[src/rtl/minilab_0_if.sv]
// Board I/O bundle for Minilab 0: slide switches in, seven-segment
// displays and LED bar out. Clocks and KEY (which carries reset) stay
// as plain ports on the top module.
interface minilab_0_if;
    logic [9:0] SW;
    logic [6:0] HEX0;
    logic [6:0] HEX1;
    logic [6:0] HEX2;
    logic [6:0] HEX3;
    logic [6:0] HEX4;
    logic [6:0] HEX5;
    logic [9:0] LEDR;

    // Board / testbench side: drives switches, watches displays
    modport master (
        output SW,
        input  HEX0, HEX1, HEX2, HEX3, HEX4, HEX5, LEDR
    );

    // Design side: reads switches, drives displays
    modport slave (
        input  SW,
        output HEX0, HEX1, HEX2, HEX3, HEX4, HEX5, LEDR
    );
endinterface

[src/rtl/minilab_0.sv]
// Minilab 0 board top: fills two FIFOs with fixed operand sequences,
// drains them in lockstep through a multiply-accumulate, then shows the
// 24-bit dot product on HEX5..HEX0 and the controller state on LEDR.

// First-word-fall-through FIFO: dout is the head entry combinationally.
// Writes when full and reads when empty are dropped.
module minilab_0_fifo #(
    parameter int DEPTH      = 8,
    parameter int DATA_WIDTH = 8
) (
    input  logic                  clk,
    input  logic                  rst_n,
    input  logic                  wr_en_i,
    input  logic [DATA_WIDTH-1:0] din_i,
    input  logic                  rd_en_i,
    output logic [DATA_WIDTH-1:0] dout_o,
    output logic                  full_o,
    output logic                  empty_o
);
    localparam int PTR_W = $clog2(DEPTH);
    localparam int CNT_W = PTR_W + 1;

    logic [DATA_WIDTH-1:0] mem_q [DEPTH];
    logic [PTR_W-1:0]      wr_ptr_q, wr_ptr_d;
    logic [PTR_W-1:0]      rd_ptr_q, rd_ptr_d;
    logic [CNT_W-1:0]      cnt_q, cnt_d;
    logic                  do_wr;
    logic                  do_rd;

    assign full_o  = (cnt_q == CNT_W'(DEPTH));
    assign empty_o = (cnt_q == '0);
    assign do_wr   = wr_en_i && !full_o;
    assign do_rd   = rd_en_i && !empty_o;
    assign dout_o  = mem_q[rd_ptr_q];

    // Next pointer/count; pointers wrap naturally at DEPTH
    always_comb begin
        wr_ptr_d = wr_ptr_q;
        rd_ptr_d = rd_ptr_q;
        cnt_d    = cnt_q;
        if (do_wr) begin
            wr_ptr_d = wr_ptr_q + PTR_W'(1);
        end
        if (do_rd) begin
            rd_ptr_d = rd_ptr_q + PTR_W'(1);
        end
        case ({do_wr, do_rd})
            2'b10:   cnt_d = cnt_q + CNT_W'(1);
            2'b01:   cnt_d = cnt_q - CNT_W'(1);
            default: cnt_d = cnt_q;
        endcase
    end

    // Storage array: data only, no reset needed
    always_ff @(posedge clk) begin
        if (do_wr) begin
            mem_q[wr_ptr_q] <= din_i;
        end
    end

    // Pointer and occupancy registers
    always_ff @(posedge clk or negedge rst_n) begin
        if (!rst_n) begin
            wr_ptr_q <= '0;
            rd_ptr_q <= '0;
            cnt_q    <= '0;
        end else begin
            wr_ptr_q <= wr_ptr_d;
            rd_ptr_q <= rd_ptr_d;
            cnt_q    <= cnt_d;
        end
    end
endmodule

module minilab_0 #(
    parameter int DEPTH      = 8,
    parameter int DATA_WIDTH = 8,
    parameter int ACC_WIDTH  = 24
) (
    input  logic        CLOCK_50,
    input  logic        CLOCK2_50,
    input  logic        CLOCK3_50,
    input  logic        CLOCK4_50,
    input  logic [3:0]  KEY,
    minilab_0_if.slave  brd
);
    localparam int CNT_W  = $clog2(DEPTH);
    localparam int PROD_W = 2 * DATA_WIDTH;

    typedef enum logic [1:0] {
        FILL = 2'd0,
        EXEC = 2'd1,
        DONE = 2'd2
    } state_t;

    logic                  clk;
    logic                  rst_n;
    state_t                state_q;
    logic [CNT_W-1:0]      fill_cnt_q;
    logic [ACC_WIDTH-1:0]  acc_q;
    logic [ACC_WIDTH-1:0]  acc_d;

    logic                  wr_en;
    logic                  rd_en;
    logic [DATA_WIDTH-1:0] din_a, din_b;
    logic [DATA_WIDTH-1:0] dout_a, dout_b;
    logic                  full_a, full_b;
    logic                  empty_a, empty_b;
    logic [PROD_W-1:0]     prod;
    logic [6:0]            hex_d [6];
    logic                  unused_pins;

    assign clk   = CLOCK_50;
    assign rst_n = KEY[0];

    // Spare board inputs are deliberately ignored
    assign unused_pins = ^{CLOCK2_50, CLOCK3_50, CLOCK4_50, KEY[3:1], brd.SW};

    // Seven-segment encoder, active-low, bit0=a .. bit6=g
    function automatic logic [6:0] seg7(input logic [3:0] nib);
        logic [6:0] s;
        case (nib)
            4'h0: s = 7'h40;
            4'h1: s = 7'h79;
            4'h2: s = 7'h24;
            4'h3: s = 7'h30;
            4'h4: s = 7'h19;
            4'h5: s = 7'h12;
            4'h6: s = 7'h02;
            4'h7: s = 7'h78;
            4'h8: s = 7'h00;
            4'h9: s = 7'h10;
            4'hA: s = 7'h08;
            4'hB: s = 7'h03;
            4'hC: s = 7'h46;
            4'hD: s = 7'h21;
            4'hE: s = 7'h06;
            default: s = 7'h0E;
        endcase
        return s;
    endfunction

    // FIFO A gets 1..DEPTH, FIFO B gets 11..DEPTH+10, one pair per FILL cycle
    assign wr_en = (state_q == FILL);
    assign din_a = DATA_WIDTH'(fill_cnt_q) + DATA_WIDTH'(1);
    assign din_b = DATA_WIDTH'(fill_cnt_q) + DATA_WIDTH'(11);

    // Pop both heads together only when both hold data
    assign rd_en = (state_q == EXEC) && !empty_a && !empty_b;

    // Unsigned product, zero-extended into the wrapping accumulator
    assign prod  = dout_a * dout_b;
    assign acc_d = acc_q + ACC_WIDTH'(prod);

    minilab_0_fifo #(
        .DEPTH      (DEPTH),
        .DATA_WIDTH (DATA_WIDTH)
    ) u_fifo_a (
        .clk     (clk),
        .rst_n   (rst_n),
        .wr_en_i (wr_en),
        .din_i   (din_a),
        .rd_en_i (rd_en),
        .dout_o  (dout_a),
        .full_o  (full_a),
        .empty_o (empty_a)
    );

    minilab_0_fifo #(
        .DEPTH      (DEPTH),
        .DATA_WIDTH (DATA_WIDTH)
    ) u_fifo_b (
        .clk     (clk),
        .rst_n   (rst_n),
        .wr_en_i (wr_en),
        .din_i   (din_b),
        .rd_en_i (rd_en),
        .dout_o  (dout_b),
        .full_o  (full_b),
        .empty_o (empty_b)
    );

    // Controller: fill, multiply-accumulate until drained, then hold
    always_ff @(posedge clk or negedge rst_n) begin
        if (!rst_n) begin
            state_q    <= FILL;
            fill_cnt_q <= '0;
            acc_q      <= '0;
        end else begin
            case (state_q)
                FILL: begin
                    fill_cnt_q <= fill_cnt_q + CNT_W'(1);
                    if (fill_cnt_q == CNT_W'(DEPTH - 1)) begin
                        state_q <= EXEC;
                    end
                end
                EXEC: begin
                    if (rd_en) begin
                        acc_q <= acc_d;
                    end else if (empty_a && empty_b) begin
                        state_q <= DONE;
                    end
                end
                DONE: begin
                    state_q <= DONE;
                end
                default: begin
                    state_q    <= FILL;
                    fill_cnt_q <= '0;
                    acc_q      <= '0;
                end
            endcase
        end
    end

    // Displays blank except in DONE, where HEXn shows nibble n of acc
    always_comb begin
        for (int k = 0; k < 6; k++) begin
            hex_d[k] = 7'h7F;
        end
        if (state_q == DONE) begin
            for (int k = 0; k < 6; k++) begin
                hex_d[k] = seg7(acc_q[4*k +: 4]);
            end
        end
    end

    assign brd.HEX0 = hex_d[0];
    assign brd.HEX1 = hex_d[1];
    assign brd.HEX2 = hex_d[2];
    assign brd.HEX3 = hex_d[3];
    assign brd.HEX4 = hex_d[4];
    assign brd.HEX5 = hex_d[5];
    assign brd.LEDR = {8'd0, state_q};
endmodule

[src/flat_wrapper.sv]
// flat-port wrapper written by rule: the top's interface ports become plain ports
module minilab_0_flat 
#(
    parameter int DEPTH      = 8,
    parameter int DATA_WIDTH = 8,
    parameter int ACC_WIDTH  = 24
)
  (CLOCK_50, CLOCK2_50, CLOCK3_50, CLOCK4_50, KEY, brd_SW, brd_HEX0, brd_HEX1, brd_HEX2, brd_HEX3, brd_HEX4, brd_HEX5, brd_LEDR);
  minilab_0_if brd_i ();
  input  logic CLOCK_50;
  input  logic CLOCK2_50;
  input  logic CLOCK3_50;
  input  logic CLOCK4_50;
  input  logic [3:0] KEY;
  input wire logic [$bits(brd_i.SW)-1:0] brd_SW;
  output wire logic [$bits(brd_i.HEX0)-1:0] brd_HEX0;
  output wire logic [$bits(brd_i.HEX1)-1:0] brd_HEX1;
  output wire logic [$bits(brd_i.HEX2)-1:0] brd_HEX2;
  output wire logic [$bits(brd_i.HEX3)-1:0] brd_HEX3;
  output wire logic [$bits(brd_i.HEX4)-1:0] brd_HEX4;
  output wire logic [$bits(brd_i.HEX5)-1:0] brd_HEX5;
  output wire logic [$bits(brd_i.LEDR)-1:0] brd_LEDR;
  assign brd_i.SW = brd_SW;
  assign brd_HEX0 = brd_i.HEX0;
  assign brd_HEX1 = brd_i.HEX1;
  assign brd_HEX2 = brd_i.HEX2;
  assign brd_HEX3 = brd_i.HEX3;
  assign brd_HEX4 = brd_i.HEX4;
  assign brd_HEX5 = brd_i.HEX5;
  assign brd_LEDR = brd_i.LEDR;
  minilab_0 #(.DEPTH(DEPTH), .DATA_WIDTH(DATA_WIDTH), .ACC_WIDTH(ACC_WIDTH)) u_core (.CLOCK_50(CLOCK_50), .CLOCK2_50(CLOCK2_50), .CLOCK3_50(CLOCK3_50), .CLOCK4_50(CLOCK4_50), .KEY(KEY), .brd(brd_i));
endmodule
[config.mk]
export PLATFORM = sky130hd
export DESIGN_NAME = minilab_0_flat
export DESIGN_NICKNAME = d
export VERILOG_FILES = /design/src/rtl/minilab_0_if.sv /design/src/rtl/minilab_0.sv /design/src/flat_wrapper.sv
export SDC_FILE = /design/constraint.sdc
export NUM_CORES = 1
export LEC_CHECK = 0
export BUFFER_PORTS_ARGS = -buffer_cell sky130_fd_sc_hd__buf_2
export CORE_UTILIZATION = 25
export CTS_BUF_LIST = sky130_fd_sc_hd__clkbuf_8
export DETAILED_ROUTE_END_ITERATION = 16
export SYNTH_ARGS = -nofsm -noshare
export SYNTH_HDL_FRONTEND = slang
export SYNTH_SLANG_ARGS = --single-unit
[constraint.sdc]
create_clock -name CLOCK_50 -period 13.2 [get_ports CLOCK_50]
set_clock_uncertainty 0.05 [all_clocks]
set_input_delay 1.98 -clock CLOCK_50 [delete_from_list [all_inputs] [get_ports CLOCK_50]]
set_output_delay 1.98 -clock CLOCK_50 [all_outputs]
set_load 0.1 [all_outputs]
# Word-level counts from Yosys, hierarchy flattened
# Memories as Yosys holds them, arrays and structs flattened.
# Index checks and enable logic that the tools add are counted.
# totals
out_inout_bits	52
n_memories	8
latchBits	0
ram_bits	72
in_bits	18
mem_bits_ro	672
reg_bits	49
# op_classes
bitwise_logic	1
n_addsub	12
eq_ne	13
n_shift	0
div_mod_pow	0
order_cmp	0
n_mul	1
n_reduce_logical	20
n_mux	14
# memory_table
memory	words	word_bits	read_ports	rd_ports_with_merged_regs	wr	line_no	source
(no name shown)	16	7	1	0	0	minilab_0.sv:122	case (nib)
(no name shown)	16	7	1	0	0	minilab_0.sv:122	
(no name shown)	16	7	1	0	0	minilab_0.sv:122	
(no name shown)	16	7	1	0	0	minilab_0.sv:122	
(no name shown)	16	7	1	0	0	minilab_0.sv:122	
(no name shown)	16	7	1	0	0	minilab_0.sv:122	
2 more memories	n/a	n/a	n/a	n/a	n/a	n/a	
# ops
op	n
$pmux W24 S2	1
$mux W42	1
$add A24 B16 Y24	1
$mux W24	1
$mul A8 B8 Y16	1
$pmux W4 S2	2
$add A3 B1 Y3 const B	5
$add A4 B1 Y4 const B	2
$eq A4 B4 Y1 const B	2
$logic_not A4 Y1	2
$sub A4 B1 Y4 const B	2
$logic_and A1 B1 Y1	7
$eq A2 B1 Y1 const B	3
$eq A2 B2 Y1 const B	3
$mux W2	3
$ne A2 B2 Y1 const B	3
$pmux W2 S3	1
$pmux W3 S2	1
$add A3 B4 Y5 const B	1
$add A3 B1 Y4 const B	1
$logic_not A1 Y1	4
$mux W1	4
$reduce_bool A2 Y1	2
$reduce_or A2 Y1	2
6 further kinds	6

# Logic depth before layout (Yosys ltp)
# Gate-level depths: netlist (run 1).
# depth
word_depth	7
depth_mapped	20

# Hierarchy
# A second synthesis (run 1) with hierarchy kept.
# hier_totals
cells_unflattened	1005
area_unflattened_um2	11947.7
# modules_own_cells
module	n_inst	area_per_inst_um2	cells_per_inst	seq_area_each_um2
minilab_0_fifo	2	3124.2	160	2172.1
minilab_0	1	5699.2	685	725.7

# Least setup slack after synthesis (run 1)
# OpenSTA, ideal clock, no wires.
# synth_path
path_kind	reg2out
startpoint	register u_core.acc_q[12]
endpoint	output brd_HEX3[4]
arrival_ps	4290
n_path_buf	0
stages_incl_launch_ff	4
required_ps	11170
setup_slack_ps	6880
path_cell_list	dfrtp_1 -> inv_1 -> ha_1 -> o311ai_0
# synth_between
elab_chain_len	2
# synth_lines
element	line_no	source
start: declaration	minilab_0.sv:100	logic [ACC_WIDTH-1:0] acc_q;
start signal: assignment	minilab_0.sv:188	acc_q <= '0;
start signal: assignment	minilab_0.sv:199	acc_q <= acc_d;
start signal: assignment	minilab_0.sv:210	acc_q <= '0;
$mem_v2 Z16 W7	n/a	
$mux W42	minilab_0.sv:221	if (state_q == DONE) begin
end: declaration	flat_wrapper.sv:19	output wire logic [$bits(brd_i.HEX3)-1:0] brd_HEX3;
# Every way passes these cells.

# Worst setup path after layout (run 1)
# layout_path
startpoint	register u_core.u_fifo_b.rd_ptr_q[0]
endpoint	register u_core.acc_q[20]
# layout_between
elab_chain_len	5
# layout_lines
element	line_no	source
start: declaration	minilab_0.sv:25	logic [PTR_W-1:0] rd_ptr_q, rd_ptr_d;
start signal: assignment	minilab_0.sv:69	rd_ptr_q <= rd_ptr_d;
$mem_v2 Z8 W5	n/a	
$mul A8 B8 Y16	minilab_0.sv:152	assign prod = dout_a * dout_b;
$add A24 B16 Y24	minilab_0.sv:153	assign acc_d = acc_q + ACC_WIDTH'(prod);
$mux W24	minilab_0.sv:198	if (rd_en) begin
$pmux W24 S2	minilab_0.sv:190	case (state_q)
# Every way passes these cells. The select of a mux whose other input is x is not followed.
# A chain may end at the register's enable or synchronous reset.

==> metrics.cfg, run 1 <==
[grt]
gr-total-overflow=0
grt_max_degree=50
met1_usage_pct=13.30
grt_util_all_layers_pct=10.03
grtUsageMet3_pct=2.405
grt_pass1_wl_um=26350
top_usage_layer=met2
gr-usage-met2_pct=16.03
grt_pass1_vias=5157
antenna_found_initial=0

[setup_path]
start_kind=register
cp.required_ns=13.51
path_max_fanout=13
cp_data_arrival_time_ns=5.90
end_kind=register
crit_type=register to register

[cells_and_area]
final_cell_area_um2=8912
n_antenna_cell=0
fin_cells=1169
final_nets=870
syn_to_final_growth_pct=12.05
drive_gt1_share_pct=15.65

[synth]
synth-seq-area-share_pct=42.60
ys_ff_latch=121
yosys-top-cells-area=edfxtp_1 27%, dfrtp_1 15%, ha_1 12%, mux4_2 5.9%, fa_1 4.0%
ys.flop_type=edfxtp_1
synth_edf_count=72
yosysWarnings=0
synthMostInstantiatedCell=nand2_1
netlist_area_um2=7954
ys_types=53
synth_area_leader_cell=edfxtp_1
postSynthCellCount=723
synth.top_cell.area_share_pct=27.18
async_flop_share_pct=40.50
netlist_top_cells_count=82 x nand2_1, 77 x inv_1, 76 x ha_1
syn_avg_cell_area_um2=11.00

[clocking]
ctsHoldBuffers=0
worstSkewPairLatency_ns=0.43
cts_buffers=17
cts_tree=built
htreeDepth=4
postCtsSetupBuffers=0
cts-resized-gates=0
cts_buffer_depth=2
clkTransAtPathRegs_ns=0.07
cts_root_buffer=clkbuf_8
clock_sinks=121

[sta]
relSlewSlack_pct=26.55
layout_setup_ws_ns=7.612
fmax_mhz=179.0
setup_viol=0
drv_slew=0
rsz0062_at_grt=no
worstMarginPinSlew_ns=1.086
hold_viol=0
min_period_ns=5.588
fin_crit_sh_pct=42.33
finalSetupTns_ns=0

[place]
place_inst=1137
port_buffers=45
placed_area_um2=8548
gp_congestion=0.7601
dp_slack_ns=7.582
place_hpwl_um=11520

[flow_run]
drv_cap=0

[route]
routed_wl_um=15870
avgViaCountPerCell=4.630
drtIter0Drc=266
via_count=5413
final_antenna_net_count=0
drc=0
drt_pass1_iterations=4
wl_per_cell_um=13.58

[floorplan]
coreArea_um2=30910
die_y_um=180.4
ios=70
rows=64
start_util_pct=25.73
design.die.area_um2=32530
die_w_um=180.4

[min_path]
hold_class=register to register

[pwr]
powerDensity_nw_per_um2=80.03
p_leak_uw=0.003686
vdd_ir_drop_max_v=0.00007119

[run_status]
outcome=complete, no violations

kinds of logic after synthesis:
| group | count (synthesis) | share of synthesized area (%) |
|---|---|---|
| multiplexers | 52 | 10.16 |
| buffers and inverters | 118 | 6.151 |
| adder cells (fa/ha/maj) | 92 | 15.98 |
| AO/OA/AOI/OAI | 134 | 11.45 |
| XOR/XNOR | 19 | 2.092 |
| flip-flops | 121 | 42.60 |
| AND/OR/NAND/NOR | 186 | 11.52 |
| other | 1 | 0.04715 |
power breakdown:
group          internal [uW]  switching [uW]  total, uW
logic                  0.297            13.1       13.4
registers                397               0        397
clock network            148             155        302
final timing paths:
kind / cells past startpoint / slack (ns) / start / to
max: 15 / 7.61 / u_core.u_fifo_b.rd_ptr_q[0] / u_core.acc_q[20]
min: 1 / 0.45 / u_core.u_fifo_a.cnt_q[3] / u_core.u_fifo_a.cnt_q[3]
max reg2reg: 15 / 7.61 / u_core.u_fifo_b.rd_ptr_q[0] / u_core.acc_q[20]
min reg2reg: 1 / 0.45 / u_core.u_fifo_a.cnt_q[3] / u_core.u_fifo_a.cnt_q[3]
max in group asynchronous: 2 / 10.99 / KEY[0] / u_core.acc_q[16]
min in group asynchronous: 2 / 1.64 / KEY[0] / u_core.u_fifo_b.cnt_q[1]
through the flow:
stage | hold WS [ns] | utilization, % | power (uW)
2_1_floorplan | 0.4148 | - | 417.1
3_3_place_gp | 0.4359 | 27.66 | 419.0
3_5_place_dp | 0.4406 | 27.66 | 419.1
4_1_cts | 0.4511 | 28.83 | 723.1
5_1_grt | 0.4687 | 28.83 | 736.8
6_report | 0.4507 | 28.83 | 713.2
area by class of cell:
type / instances / area [um^2]
Multi-Input combinational cell: 491 / 4105
Fill cell: 3181 / 22000
Sequential cell: 121 / 3388
Tap cell: 396 / 495.5
Inverter: 79 / 296.5
Clock inverter: 15 / 130.1
Timing Repair Buffer: 50 / 262.8
Clock buffer: 17 / 234.0
flip-flops by register name (all words and copies together) (netlist names), 3 cells and up:
register	flops
u_core.u_fifo_b.cnt_q	4
u_core.u_fifo_b.mem_q	40
u_core.u_fifo_b.wr_ptr_q	3
u_core.acc_q	24
u_core.u_fifo_a.mem_q	32
u_core.u_fifo_b.rd_ptr_q	3
u_core.u_fifo_a.cnt_q	4
u_core.u_fifo_a.rd_ptr_q	3
u_core.u_fifo_a.wr_ptr_q	3
u_core.fill_cnt_q	3
per-layer routing:
| metal | wire length [um] | up-vias | part of all wire [%] |
|---|---|---|---|
| met1 | 7700 | 2657 | 49 |
| met4 | 222 | 0 | 1.4 |
| met5 | 0 | - | 0 |
| met2 | 7326 | 89 | 46 |
| li1 | - | 2652 | - |
| met3 | 621 | 15 | 3.9 |
worst max-delay path, cell delays in order, from the launching register on:
cell	delay [ns]
dfrtp_1	0.80
mux4_2	0.60
mux2_2	0.32
nor2b_1	0.14
ha_1	0.31
fa_1	0.47
ha_1	0.30
inv_1	0.05
fa_1	0.59
inv_1	0.06
ha_1	0.30
a211oi_1	0.11
o211ai_1	0.20
nand4_1	0.47
or4_1	0.58
a21oi_1	0.16
cell usage in the layout (no fill, tap or decap), types with 12 or more instances in the layout:
cell      synthesis  final
a21oi_1          22     22
buf_2             7     45
clkbuf_8          0     17
dfrtp_1          49     49
edfxtp_1         72     72
fa_1             16     16
ha_1             76     75
inv_1            77     77
mux2i_1          23     23
mux4_2           21     21
nand2_1          82     82
nand2b_1         13     13
nand3_1          12     12
nor2_1           21     21
nor3_1           12     12
o211ai_1         29     29
o21ai_0          34     34
No activity file was read; power rests on OpenSTA's default activity.
==> inputs of run 2 (changes only) <==
clock period = 5.4 ns   (was 13.2 ns; I/O delays follow)
==> metrics.cfg, run 2 (same netlist as run 1, synthesis figures left out) <==
[run_status]
outcome=complete, no violations

[pwr]
switching_power_uw=403.4
pwr-share-clk_pct=47.5
fin_total_pwr_uw=1913
power_frac_seq_pct=50.8
p_leak_uw=0.003795
powerDensity_nw_per_um2=210.3
vdd_ir_drop_max_v=0.0001701
internal_power_uw=1509
p_comb_share_pct=1.7
p_sw_share_pct=21.09

[clocking]
postCtsSetupBuffers=0
clkTransAtPathRegs_ns=0.07
clock_sinks=121
cts_tree=built
cts_root_buffer=clkbuf_8
htreeDepth=4
worstSkewPairLatency_ns=0.44
cts_buffer_depth=2
cts_buffers=17

[setup_path]
cp-endpoint=u_core.acc_q[13]
end_kind=register
r2r_start=u_core.u_fifo_b.rd_ptr_q[0]
r2r_cells=18
start_kind=register
crit_type=register to register
crit_start=u_core.u_fifo_b.rd_ptr_q[0]
cp.required_ns=5.72
reg2reg_setup_slack_ns=0.23
r2r_end=u_core.acc_q[13]
cp_data_arrival_time_ns=5.49
path_max_fanout=12

[route]
drtIter0Drc=314
routed_wl_um=15970
final_antenna_net_count=0
via_count=5439
drt_pass1_iterations=4
avgViaCountPerCell=4.605
drc=0
wl_per_cell_um=13.52

[floorplan]
die_w_um=180.4
die_y_um=180.4
coreArea_um2=30910
ios=70
start_util_pct=25.73
design.die.area_um2=32530
rows=64

[cells_and_area]
largest_register_ffs=40
drive_gt1_share_pct=17.07
fillerInstances=3149
top_register=u_core.u_fifo_b.mem_q
reg_top3=u_core.u_fifo_b.mem_q x40, u_core.u_fifo_a.mem_q x32, u_core.acc_q x24
syn_to_final_growth_pct=14.35
multi_input_area_um2=4109
layout_commonest_cell=nand2_1
n_antenna_cell=0
final_cell_mix=82 x nand2_1, 78 x inv_1, 75 x ha_1
regArea_um2=3393
final_cell_area_um2=9095
final_nets=882

[place]
dp_slack_ns=0.03997
gp_congestion=0.7858
placed_area_um2=8638
port_buffers=45
place_hpwl_um=11620

[min_path]
hold_class=primary input to async pin

[sta]
fin_crit_sh_pct=95.73
rsz0062_at_grt=no
min_period_ns=5.169
worstMarginPinSlew_ns=1.090
layout_setup_ws_ns=0.2305
drv_slew=0
setup_viol=0
hold_viol=0
holdWs_ns=0.4415
relSlewSlack_pct=26.30
fmax_mhz=193.4
finalSetupTns_ns=0

[grt]
grt_pass1_vias=5137
grt_pass1_wl_um=26520
grt_max_degree=50
gr-total-overflow=0
grt_util_all_layers_pct=10.13
antenna_found_initial=0

[flow_run]
drv_cap=0

-- run 2: cell count changes in the layout (fill, tap and decap cells not counted) --
cell / change
inv_6: -1
clkinvlp_4: -3
dfrtp_1: -2
clkinv_4: -1
bufinv_16: +3
inv_1: +1
dfrtp_2: +1
buf_4: +12
mux2i_2: +1
dfrtp_4: +1
clkbuf_8: +3
clkinv_2: -3
clkinv_1: +1
mux2i_1: -1
-- run 2: stage by stage --
step / cells / util (%)
3_3_place_gp: 1149 / 27.95
2_1_floorplan: 730 / -
5_1_grt: 1181 / 29.42
4_1_cts: 1181 / 29.40
6_report: 1181 / 29.42
3_5_place_dp: 1149 / 27.95
-- run 2: worst min path at each step --
stage                                   from                  endpoint  slack [ns]  cells past startpoint
CTS                 u_core.u_fifo_a.cnt_q[3]  u_core.u_fifo_a.cnt_q[3]        0.45                      1
floorplan           u_core.u_fifo_a.cnt_q[3]  u_core.u_fifo_a.cnt_q[3]        0.41                      1
detailed placement  u_core.u_fifo_a.cnt_q[3]  u_core.u_fifo_a.cnt_q[3]        0.44                      1
finish                                KEY[0]         u_core.state_q[0]        0.44                      2
global route        u_core.u_fifo_a.cnt_q[3]  u_core.u_fifo_a.cnt_q[3]        0.47                      1
global placement    u_core.u_fifo_b.cnt_q[3]  u_core.u_fifo_b.cnt_q[3]        0.43                      1
-- run 2: power groups by stage --
stage	Clock, uW	Combinational (uW)	Sequential (uW)
finish	909	32.5	972
global route	962	34.7	971
CTS	925	33.3	971
detailed placement	0	33.3	991
global placement	0	33.4	991
floorplan	0	28.6	991
-- run 2: layout make-up --
class	count	area share (%)
multi-input combinational	491	45.18
sequential	121	37.31
tap	396	5.448
timing repair buffer	62	3.879
inverter	79	3.260
clock buffer	20	3.027
clock inverter	12	1.898
-- run 2: layer usage --
layer | part of all wire [%] | GRT usage [%]
met4 | 1.2 | 3.419
met2 | 46 | 16.02
met1 | 48 | 13.54
met3 | 3.9 | 2.405
met5 | 0 | 0
-- run 2: what timing repair did --
action / 4_1_cts / 5_1_grt
endpoints found under the setup margin: 1 / 5
resized for setup: 1 / 3
pin swaps: 0 / 0
hold buffers: 0 / 0
-- run 2: critical path, stage by stage (launching register included) --
cell,delay [ns]
dfrtp_2,0.49
mux4_2,0.55
mux2_2,0.31
and2_1,0.19
fa_1,0.39
ha_1,0.29
ha_1,0.29
inv_1,0.05
fa_1,0.46
inv_1,0.06
ha_1,0.19
inv_1,0.06
fa_1,0.38
and2b_1,0.24
o31a_1,0.17
o41ai_2,0.07
buf_4,0.18
or4_1,0.52
a21oi_1,0.16
==> inputs of run 3 (changes only) <==
ABC_AREA = 1   (was not set)
==> metrics.cfg, run 3 <==
[grt]
gr-total-overflow=0
grt_util_all_layers_pct=11.58
grt_max_degree=50
grt_pass1_wl_um=31180
antenna_found_initial=0
grt_pass1_vias=6281

[pwr]
p_leak_uw=0.004232
fin_total_pwr_uw=1840
powerDensity_nw_per_um2=197.4
vdd_ir_drop_max_v=0.0001328

[synth]
yosys-top-cells-area=edfxtp_1 26%, dfrtp_1 15%, ha_1 11%, nand2_1 8.4%, inv_1 5.7%
ys_ff_latch=121
ys_types=45
async_flop_share_pct=40.50
netlist_area_um2=8313
synthMostInstantiatedCell=nand2_1
ys.flop_type=edfxtp_1
synth_area_leader_cell=edfxtp_1
syn_avg_cell_area_um2=8.457
yosysWarnings=0
postSynthCellCount=983
netlist_top_cells_count=187 x nand2_1, 126 x inv_1, 124 x nor2_1
synth_edf_count=72
synth-seq-area-share_pct=40.76
synth.top_cell.area_share_pct=26.01

[sta]
min_period_ns=4.948
finalSetupTns_ns=0
layout_setup_ws_ns=0.4517
fmax_mhz=202.1
hold_viol=0
fin_crit_sh_pct=91.63
drv_slew=0
holdWs_ns=0.4192
rsz0062_at_grt=no
worstMarginPinSlew_ns=1.006
setup_viol=0
relSlewSlack_pct=32.24

[floorplan]
start_util_pct=25.49
coreArea_um2=32620
rows=66
design.die.area_um2=33980
ios=70
die_w_um=184.4
die_y_um=184.4

[cells_and_area]
reg_top3=u_core.u_fifo_b.mem_q x40, u_core.u_fifo_a.mem_q x32, u_core.acc_q x24
top_register=u_core.u_fifo_b.mem_q
n_antenna_cell=0
drive_gt1_share_pct=10.92
layout_commonest_cell=nand2_1
final_cell_mix=187 x nand2_1, 127 x inv_1, 124 x nor2_1
fin_cells=1477
final_nets=1132
largest_register_ffs=40
syn_to_final_growth_pct=12.13

[clocking]
cts_root_buffer=clkbuf_8
cts_buffers=17
cts_tree=built
cts_buffer_depth=2
htreeDepth=4
clock_sinks=121
cts-resized-gates=0
ctsHoldBuffers=0
postCtsSetupBuffers=0
clkTransAtPathRegs_ns=0.08
worstSkewPairLatency_ns=0.44

[setup_path]
start_kind=register
path_max_fanout=18
crit_type=register to register
cp.required_ns=5.69
end_kind=register
cp_data_arrival_time_ns=5.24

[route]
drc=0
via_count=6646
wl_per_cell_um=12.82
routed_wl_um=18940
final_antenna_net_count=0
drtIter0Drc=376
drt_pass1_iterations=5
avgViaCountPerCell=4.500

[place]
port_buffers=45
place_hpwl_um=14160
place_inst=1445
gp_congestion=0.8354
dp_slack_ns=0.4505

[run_status]
outcome=complete, no violations

[min_path]
hold_class=primary input to async pin

[flow_run]
drv_cap=0

[run 3: cell count changes after synthesis, sizes merged, moves of 8 or more]
cell	change
o211ai	-12
mux2i	-20
clkbuf	-14
nand2	+110
nand3	+55
o21ai	+68
nand2b	-13
nor2b	-8
nor2	+105
inv	+56
buf	+14
mux4	-22
[run 3: worst paths after layout]
check                                             from                       end  slack, ns  cells past startpoint
setup / recovery           u_core.u_fifo_a.rd_ptr_q[0]          u_core.acc_q[23]       0.45                     25
hold / removal                                  KEY[0]      u_core.fill_cnt_q[0]       0.42                      2
setup reg to reg           u_core.u_fifo_a.rd_ptr_q[0]          u_core.acc_q[23]       0.45                     25
hold reg to reg               u_core.u_fifo_a.cnt_q[0]  u_core.u_fifo_a.cnt_q[0]       0.46                      1
max in group asynchronous                       KEY[0]           u_core.acc_q[5]       4.39                      2
min in group CLOCK_50         u_core.u_fifo_a.cnt_q[0]  u_core.u_fifo_a.cnt_q[0]       0.46                      1
[run 3: where the power goes]
group,total [uW],leakage (uW),switching (uW),internal [uW]
Combinational,32.4,0.00267,31.7,0.723
Sequential,971,0.00136,0,971
Clock,837,0.000203,416,421
Total,1840,0.00423,447,1390
[run 3: critical path: stages, from the launching register on]
cell,delay [ns]
dfrtp_1,0.76
nor2_1,0.11
nor2_1,0.10
o21ai_0,0.09
o21ai_0,0.10
inv_1,0.08
o21ai_2,0.27
nand2_1,0.13
fa_1,0.51
inv_1,0.04
ha_1,0.28
ha_1,0.28
inv_1,0.05
fa_1,0.46
inv_1,0.06
ha_1,0.19
inv_1,0.06
fa_1,0.36
inv_1,0.09
nand3_1,0.08
nand3_1,0.11
nand2_1,0.06
nand2_1,0.18
nand2_1,0.13
nor3_2,0.14
nor2_1,0.06
[run 3: through the flow]
stage / instance area [um^2] / util (%)
after global placement: 8920 / 27.35
final: 9321 / 28.58
after CTS: 9321 / 28.58
after detailed placement: 8920 / 27.35
after floorplan: 8339 / -
after global routing: 9321 / 28.58
[run 3: layout make-up]
| class | count | area, um^2 |
|---|---|---|
| Fill cell | 3500 | 23300 |
| Multi-Input combinational cell | 692 | 4180 |
| Sequential cell | 121 | 3388 |
| Tap cell | 442 | 553.0 |
| Clock inverter | 15 | 167.7 |
| Timing Repair Buffer | 52 | 277.8 |
| Inverter | 138 | 520.5 |
| Clock buffer | 17 | 234.0 |
[run 3: cells by family after synthesis]
| group | Yosys count | synth area share, % |
|---|---|---|
| compound gates | 165 | 11.56 |
| xor+xnor | 17 | 1.791 |
| fa+ha+maj | 92 | 15.29 |
| buf+inv | 177 | 9.272 |
| flops | 121 | 40.76 |
| mux | 5 | 0.6321 |
| other cells | 1 | 0.04511 |
| simple gates | 405 | 20.65 |
[run 3: routing by layer]
metal / GRT usage, % / vias to the layer above / part of all wire [%]
li1: - / 3326 / -
met1: 15.33 / 3159 / 48
met2: 19.37 / 155 / 47
met3: 2.411 / 6 / 4.5
met4: 2.333 / 0 / 0.46
met5: 0 / - / 0
